**src/rtl/coproc_cmd_if.sv**
```systemverilog
// CPU-bus register front end that issues one start pulse per accepted GO and tracks the op to completion.
// 1-cycle read latency; GO while busy or while the coprocessor is not ready is rejected (STATUS.REJ).
module coproc_cmd_if #(
  parameter int unsigned TIMEOUT_CYC = 1_000_000,
  parameter int unsigned CNT_W       = 24
) (
  input  logic        clk,
  input  logic        rst_n,
  input  logic [1:0]  bus_addr,
  input  logic        bus_we,
  input  logic        bus_re,
  input  logic [31:0] bus_wdata,
  output logic [31:0] bus_rdata,
  output logic        cp_start,
  output logic [2:0]  cp_func,
  output logic        cp_gray,
  output logic        cp_img_idx,
  input  logic        cp_rdy,
  input  logic        cp_done,
  output logic        irq
);

  typedef enum logic [1:0] {
    ST_IDLE  = 2'd0,
    ST_ISSUE = 2'd1,
    ST_WAIT  = 2'd2
  } state_t;

  localparam logic [1:0]       ADDR_CMD    = 2'd0;
  localparam logic [1:0]       ADDR_STATUS = 2'd1;
  localparam logic [1:0]       ADDR_CYCLES = 2'd2;
  localparam logic [1:0]       ADDR_IRQEN  = 2'd3;
  localparam bit               TMO_EN      = (TIMEOUT_CYC != 0);
  localparam logic [CNT_W-1:0] TMO_VAL     = CNT_W'(TIMEOUT_CYC);
  localparam logic [CNT_W-1:0] CNT_MAX     = '1;
  localparam logic [CNT_W-1:0] CNT_ONE     = {{(CNT_W-1){1'b0}}, 1'b1};

  state_t           state, state_nxt;
  logic [CNT_W-1:0] counter;
  logic [CNT_W-1:0] cycles_q;
  logic             done_q;
  logic             st_done, st_tmo, st_rej;
  logic [1:0]       irq_en;

  logic             go, accept, rej_set, done_rise, ev_done, ev_tmo, w1c;
  logic [31:0]      status_word;

  always_comb begin
    go        = bus_we && (bus_addr == ADDR_CMD) && bus_wdata[31];
    accept    = go && (state == ST_IDLE) && cp_rdy;
    rej_set   = go && !accept;
    done_rise = cp_done && !done_q;
    // Done has priority over a timeout landing on the same cycle.
    ev_done   = (state == ST_WAIT) && done_rise;
    ev_tmo    = (state == ST_WAIT) && !done_rise && TMO_EN && (counter == TMO_VAL);
    w1c       = bus_we && (bus_addr == ADDR_STATUS);

    state_nxt = state;
    case (state)
      ST_IDLE:  if (accept) state_nxt = ST_ISSUE;
      ST_ISSUE: state_nxt = ST_WAIT;
      ST_WAIT:  if (ev_done || ev_tmo) state_nxt = ST_IDLE;
      default:  state_nxt = ST_IDLE;
    endcase

    status_word = {27'd0, cp_rdy, st_rej, st_tmo, st_done, (state != ST_IDLE)};
  end

  always_ff @(posedge clk) begin
    if (!rst_n) begin
      state      <= ST_IDLE;
      cp_start   <= 1'b0;
      cp_func    <= 3'd0;
      cp_gray    <= 1'b0;
      cp_img_idx <= 1'b0;
      counter    <= '0;
      cycles_q   <= '0;
      done_q     <= 1'b0;
      st_done    <= 1'b0;
      st_tmo     <= 1'b0;
      st_rej     <= 1'b0;
      irq_en     <= 2'b00;
      bus_rdata  <= 32'd0;
    end else begin
      state    <= state_nxt;
      cp_start <= (state_nxt == ST_ISSUE);
      done_q   <= cp_done;

      if (accept) begin
        cp_func    <= bus_wdata[2:0];
        cp_gray    <= bus_wdata[3];
        cp_img_idx <= bus_wdata[4];
        counter    <= '0;
      end else if (state == ST_WAIT && counter != CNT_MAX) begin
        counter <= counter + CNT_ONE;
      end

      if (ev_done || ev_tmo)
        cycles_q <= counter;

      // Hardware set beats a W1C on the same cycle.
      st_done <= ev_done || (st_done && !(w1c && bus_wdata[1]));
      st_tmo  <= ev_tmo  || (st_tmo  && !(w1c && bus_wdata[2]));
      st_rej  <= rej_set || (st_rej  && !(w1c && bus_wdata[3]));

      if (bus_we && bus_addr == ADDR_IRQEN)
        irq_en <= bus_wdata[1:0];

      if (bus_re) begin
        case (bus_addr)
          ADDR_STATUS: bus_rdata <= status_word;
          ADDR_CYCLES: bus_rdata <= 32'(cycles_q);
          ADDR_IRQEN:  bus_rdata <= {30'd0, irq_en};
          default:     bus_rdata <= 32'd0;
        endcase
      end
    end
  end

  assign irq = (st_done && irq_en[0]) || (st_tmo && irq_en[1]);

endmodule
```
**config.mk**
```make
export PLATFORM = sky130hd
export DESIGN_NAME = coproc_cmd_if
export DESIGN_NICKNAME = d
export VERILOG_FILES = /design/src/rtl/coproc_cmd_if.sv
export SDC_FILE = /design/constraint.sdc
export NUM_CORES = 1
export LEC_CHECK = 0
export CAP_MARGIN = 20
export CORE_MARGIN = 5
export CORE_UTILIZATION = 51
export CTS_CLUSTER_DIAMETER = 120
export DETAILED_ROUTE_END_ITERATION = 12
export MAX_ROUTING_LAYER = met4
export PLACE_DENSITY = 0.84
export SYNTH_ARGS = -nofsm -noshare
export SYNTH_HDL_FRONTEND = slang
export SYNTH_SLANG_ARGS = --single-unit
```
**constraint.sdc**
```tcl
create_clock -name clk -period 3 [get_ports clk]
set_clock_uncertainty 0.2 [all_clocks]
set_input_delay 0.45 -clock clk [delete_from_list [all_inputs] [get_ports clk]]
set_output_delay 0.45 -clock clk [all_outputs]
set_load 0.01 [all_outputs]
```
==> reports/metrics.cfg, run 1 <==
[global_route]
grt_max_degree=49
grt_pass1_vias=3001
grt_util_all_layers=0.205
antenna_found_initial=0
grt_overflow=0
grt_pass1_wl_um=14400

[timing]
hold_viol_final=0
fin_crit_ns=2.44
fmax_ghz=0.410
fin_setup_tns_ns=0
min_period_over_period=0.813
rsz0062_at_grt=false
setup_ws_ns=0.560
max_slew_margin=0.563
slew_viol_final=0
setup_viol=0
worst_slew_pin_slew_ns=0.655

[place]
numPortBuffers=44
dp_slack_ns=0.419
gp_congestion=0.868
post-dp-hpwl_um=6240
dp.cells=569

[critical_path]
cp-start-kind=flop
end_kind=flop
crit_chain=nand4_4, nor4_4, o211ai_2, or4_1, a21oi_1
slowest_delay_ns=0.54
crit_fanout=11
cp_num_buf_inv=0
cpMaxStageDelayCell=dfxtp_1
cp.arrival_ns=2.53
worstPathRequired_ns=3.09
critical_path_class=flop to flop
crit_family=simple AND/OR/NAND/NOR gates

[synth]
syn_avg_cell_area_um2=8.46
ys.flop_type=dfxtp_1
syn_inst=447
synth_area_um2=3780
synth-edff-count=0
ys_ff_latch=86
ys_warn_count=0
synth.distinct_cells=52
synth-async-reset-ratio=0
yosysSeqAreaShare=0.455

[routing]
drt_iter0_drc=293
wl_um=8810
met2_length_um=4210
drt_drc_violations_left=0
vias_per_cell=5.60
antenna_left=0
drt-met1-wl_um=4020
top_layer=met4
vias=3275
wl_per_cell_um=15.1
wl_met3_um=469
first_pass_iters=5

[final_layout]
drive_above_1_share=0.0802
antenna_cells=0
final_cell_mix=dfxtp_1, nor2_1, clkdlybuf4s50_1, nand2_1, nand3_1
layout_commonest_cell=dfxtp_1
syn_to_final_growth_pct=17.1
stdcell_count=585
nNetsFinal=523

[clock_tree]
tritoncts=built
numCtsBuffers=9
cts_resized=0
postCtsSetupRepairBufs=0
worst_skew_pair.late_latency_ns=0.36
holdBufCountCts=0
cts.path.max_buffers=2
ctsRootBufferMaster=clkbuf_8
numClockSinks=86
htreeDepth=3
clk_pin_slew_ns=0.09

[hold_path]
min-delay-path-class=flop to flop

[floorplanning]
die_y_um=96.1
io_pins=79
dieWidth_um=96.1
initial_core_util=0.521
die-area_um2=9230
num_rows=31
coreArea_um2=7250

[power_and_ir_drop]
p_leak_nw=1.56
power_density_nw_per_um2=449
irDropWorstVdd_mv=0.260

[status]
status=finished, final reports clean

[job]
drv_cap=0

## layout make-up
type | instances | area, um^2
fill | 620 | 2830
multi-input combinational | 322 | 1860
sequential | 86 | 1720
timing repair buffer | 56 | 531
clock buffer | 10 | 128
tap | 99 | 124
clock inverter | 6 | 45.0
inverter | 6 | 22.5
## tightest hold or removal path, stage by stage (launching register included)
cell and delay, ns:
dfxtp_1 0.32, nand2_1 0.05, o21ai_0 0.06
## logic make-up (layout without fill, tap and decap cells)
| family | count (synthesis) | count (layout) | synth area share |
|---|---|---|---|
| muxes | 8 | 8 | 0.0215 |
| buffers and inverters | 46 | 78 | 0.0639 |
| DFF | 86 | 86 | 0.455 |
| other | 1 | 8 | 0.000992 |
| and+or+nand+nor | 201 | 201 | 0.279 |
| AOI/OAI and AO/OA | 93 | 93 | 0.149 |
| adders and majority gates | 2 | 2 | 0.00662 |
| xor gates and xnor gates | 10 | 10 | 0.0232 |
## flip-flops by register name, summed over array words and instances, names as in the netlist, 2 cells and up
| name | count |
|---|---|
| irq_en | 2 |
| state | 2 |
| bus_rdata | 24 |
| counter | 24 |
| cp_func | 3 |
| cycles_q | 24 |
## layer usage
metal | track usage | vias to the layer above
met4 | 0.0770 | 0
met3 | 0.0344 | 10
met5 | - | -
met2 | 0.318 | 96
li1 | - | 1624
met1 | 0.267 | 1545
## report_power, final
part	total [W]	switching [W]	leakage (nW)	internal, W
logic	0.000102	0.0000621	0.788	0.0000399
clock network	0.000734	0.000429	0.0793	0.000305
registers	0.00115	0.00000418	0.694	0.00115
total	0.00199	0.000495	1.56	0.00149
## path summary, 6_finish.rpt
check / startpoint / end / slack (ns) / cells past startpoint
worst max-delay path: counter[2] / counter[23] / 0.56 / 5
worst min-delay path: cycles_q[11] / cycles_q[11] / 0.26 / 2
worst max register to register: counter[2] / counter[23] / 0.56 / 5
worst min register to register: cycles_q[11] / cycles_q[11] / 0.26 / 2
## through the flow
step	instance area (um^2)	hold slack (ns)	total power (W)	utilization
floorplan	3810	0.236	0.00124	-
global placement	4260	0.245	0.00128	0.587
detailed placement	4260	0.256	0.00128	0.587
CTS	4430	0.267	0.00200	0.610
global route	4430	0.293	0.00205	0.610
finish	4430	0.264	0.00199	0.610
## cell usage after synthesis (all sizes together), types with 2 or more instances
library cell	count	area share
a21oi	30	0.040
dfxtp	86	0.46
o211ai	4	0.0093
nand3	35	0.048
nor3	4	0.0053
ha	2	0.0066
buf	18	0.035
or3	4	0.0073
a211oi	8	0.016
inv	6	0.0060
a31oi	3	0.0050
or4	6	0.012
nand4	10	0.021
o31ai	6	0.012
a22oi	7	0.014
xor2	4	0.0093
and2	3	0.0050
xnor2	6	0.014
o21ai	29	0.038
nand2b	5	0.0083
and3	3	0.0053
mux2i	7	0.019
and4	5	0.012
nor2	50	0.050
nand2	42	0.042
nor2b	24	0.040
clkbuf	22	0.023
nor4	5	0.012
Note: power is estimated with default switching activity, not from simulation.
==> run 2, diff against run 1 <==
==> constraint.sdc (replaced) <==
create_clock -name clk -period 2.5 [get_ports clk]
set_clock_uncertainty 0.2 [all_clocks]
set_input_delay 0.375 -clock clk [delete_from_list [all_inputs] [get_ports clk]]
set_output_delay 0.375 -clock clk [all_outputs]
set_load 0.01 [all_outputs]
==> reports/metrics.cfg, run 2 (synthesis results as in run 1) <==
[status]
status=finished, final reports clean  ; unchanged

[routing]
vias_per_cell=5.60  ; about the same
antenna_left=0  ; unchanged
vias=3313  ; was 3275
drt_drc_violations_left=0  ; unchanged
first_pass_iters=5  ; unchanged
wl_per_cell_um=14.7  ; was 15.1 um
wl_um=8730  ; was 8810 um
drt_iter0_drc=278  ; was 293

[critical_path]
end_kind=flop  ; unchanged
cpMostUsedCell=or4_1
cp-start-kind=flop  ; unchanged
critical_path_class=flop to flop  ; unchanged
slowest_delay_ns=0.60  ; was 0.54 ns
startpoint=counter[20]  ; was counter[2]
reg2reg_from=counter[20]  ; was counter[2]
cp_num_buf_inv=0  ; unchanged
crit_family=simple AND/OR/NAND/NOR gates  ; unchanged
worstPathRequired_ns=2.53  ; was 3.09 ns
crit_chain=nand4_1, or4_1, o211ai_2, or4_1, a21oi_1  ; was nand4_4, nor4_4, o211ai_2, or4_1, a21oi_1
crit_fanout=11  ; unchanged
cp.arrival_ns=2.34  ; was 2.53 ns
r2r_slack_ns=0.19  ; was 0.56 ns
cpMaxStageDelayCell=or4_1  ; was dfxtp_1

[global_route]
grt_max_degree=49  ; unchanged
grt_overflow=0  ; unchanged
grt_util_all_layers=0.202  ; was 0.205
grt_pass1_wl_um=14300  ; was 14400 um
antenna_found_initial=0  ; unchanged
grt_pass1_vias=3060  ; was 3001

[job]
drv_cap=0  ; unchanged

[timing]
worst_slew_pin_slew_ns=0.635  ; was 0.655 ns
hold_viol_final=0  ; unchanged
fin_crit_ns=2.31  ; was 2.44 ns
min_period_over_period=0.924  ; was 0.813
fmax_ghz=0.433  ; was 0.410 GHz
slew_viol_final=0  ; unchanged
max_slew_margin=0.577  ; was 0.563
fin_setup_tns_ns=0  ; unchanged
setup_viol=0  ; unchanged
rsz0062_at_grt=false  ; unchanged
setup_ws_ns=0.190  ; was 0.560 ns

[final_layout]
reg.largest.list=bus_rdata (24), counter (24), cycles_q (24)  ; unchanged
final_cell_mix=dfxtp_1, nor2_1, clkdlybuf4s50_1, nand2_1, nand3_1  ; unchanged
antenna_cells=0  ; unchanged
layout_commonest_cell=dfxtp_1  ; unchanged
drive_above_1_share=0.0933  ; was 0.0802
syn_to_final_growth_pct=19.6  ; was 17.1%
nNetsFinal=530  ; was 523

[clock_tree]
cts_resized=0  ; unchanged
postCtsSetupRepairBufs=0  ; unchanged
numCtsBuffers=9  ; unchanged
clk_pin_slew_ns=0.08  ; was 0.09 ns
ctsRootBufferMaster=clkbuf_8  ; unchanged
numClockSinks=86  ; unchanged
cts.path.max_buffers=2  ; unchanged
tritoncts=built  ; unchanged
holdBufCountCts=0  ; unchanged
worst_skew_pair.late_latency_ns=0.35  ; was 0.36 ns
htreeDepth=3  ; unchanged

[power_and_ir_drop]
p_leak_nw=1.62  ; was 1.56 nW
comb_power_share=0.050  ; was 0.051
sequentialPowerShare=0.559  ; was 0.579
finalPower_w=0.00247  ; was 0.00199 W
p_int_w=0.00192  ; was 0.00149 W
power_density_nw_per_um2=547  ; was 449 nW/um^2
clkPwrFrac=0.391  ; was 0.369
irDropWorstVdd_mv=0.227  ; was 0.260 mV
switching_share=0.225  ; was 0.249
p_sw_w=0.000557  ; was 0.000495 W

[floorplanning]
die-area_um2=9230  ; unchanged
dieWidth_um=96.1  ; unchanged
die_y_um=96.1  ; unchanged
coreArea_um2=7250  ; unchanged
initial_core_util=0.521  ; unchanged
io_pins=79  ; unchanged
num_rows=31  ; unchanged

[hold_path]
min-delay-path-class=flop to flop  ; unchanged
hold_start=cycles_q[20]  ; was cycles_q[11]

[place]
post-dp-hpwl_um=6110  ; was 6240 um
dp_slack_ns=0.176  ; was 0.419 ns
numPortBuffers=44  ; unchanged
gp_congestion=0.880  ; was 0.868

[run 2: cell types whose count changed in the layout (fill, tap and decap cells not counted), sizes merged]
cell / delta
clkbuf: +1
clkinvlp: -1
inv: -2
clkinv: +1
buf: +7
bufinv: +1
[run 2: layer usage]
metal	vias up	global-route usage	wire, um
met1	1535	0.267	3970
li1	1643	-	-
met4	0	0.0877	206
met3	23	0.0250	475
met2	112	0.312	4080
met5	-	-	0
[run 2: per-stage QoR]
stage | utilization | instance area (um^2) | std cells | hold slack, ns
2_1_floorplan | - | 3810 | 454 | 0.236
3_3_place_gp | 0.596 | 4320 | 576 | 0.245
3_5_place_dp | 0.596 | 4320 | 576 | 0.253
4_1_cts | 0.623 | 4520 | 592 | 0.263
5_1_grt | 0.623 | 4520 | 592 | 0.285
6_report | 0.623 | 4520 | 592 | 0.268
[run 2: path summary, 6_finish.rpt]
kind,end,cells after the start
setup / recovery,counter[23],5
hold / removal,cycles_q[20],2
setup reg to reg,counter[23],5
hold reg to reg,cycles_q[20],2
[run 2: power by group through the flow]
stage,clock network (W),logic (W),registers (W)
floorplan,0,0.0000730,0.00142
finish,0.000967,0.000124,0.00138
global placement,0,0.000119,0.00141
global route,0.00104,0.000134,0.00138
detailed placement,0,0.000122,0.00141
CTS,0.000980,0.000123,0.00138
[run 2: worst reg2reg max path, delay by kind of cell (launching register included)]
kind / cells / cell delay, ns
flops: 1 / 0.44
compound gates: 2 / 0.54
simple gates: 3 / 1.03
[run 2: cell type report]
type                    instances  area [um^2]
well taps                      99          124
clock buffers                  11          141
repair buffers                 63          596
inverters                       6         22.5
multi-input cells             322         1860
fillers                       572         2730
clock inverters                 5         58.8
flip-flops and latches         86         1720
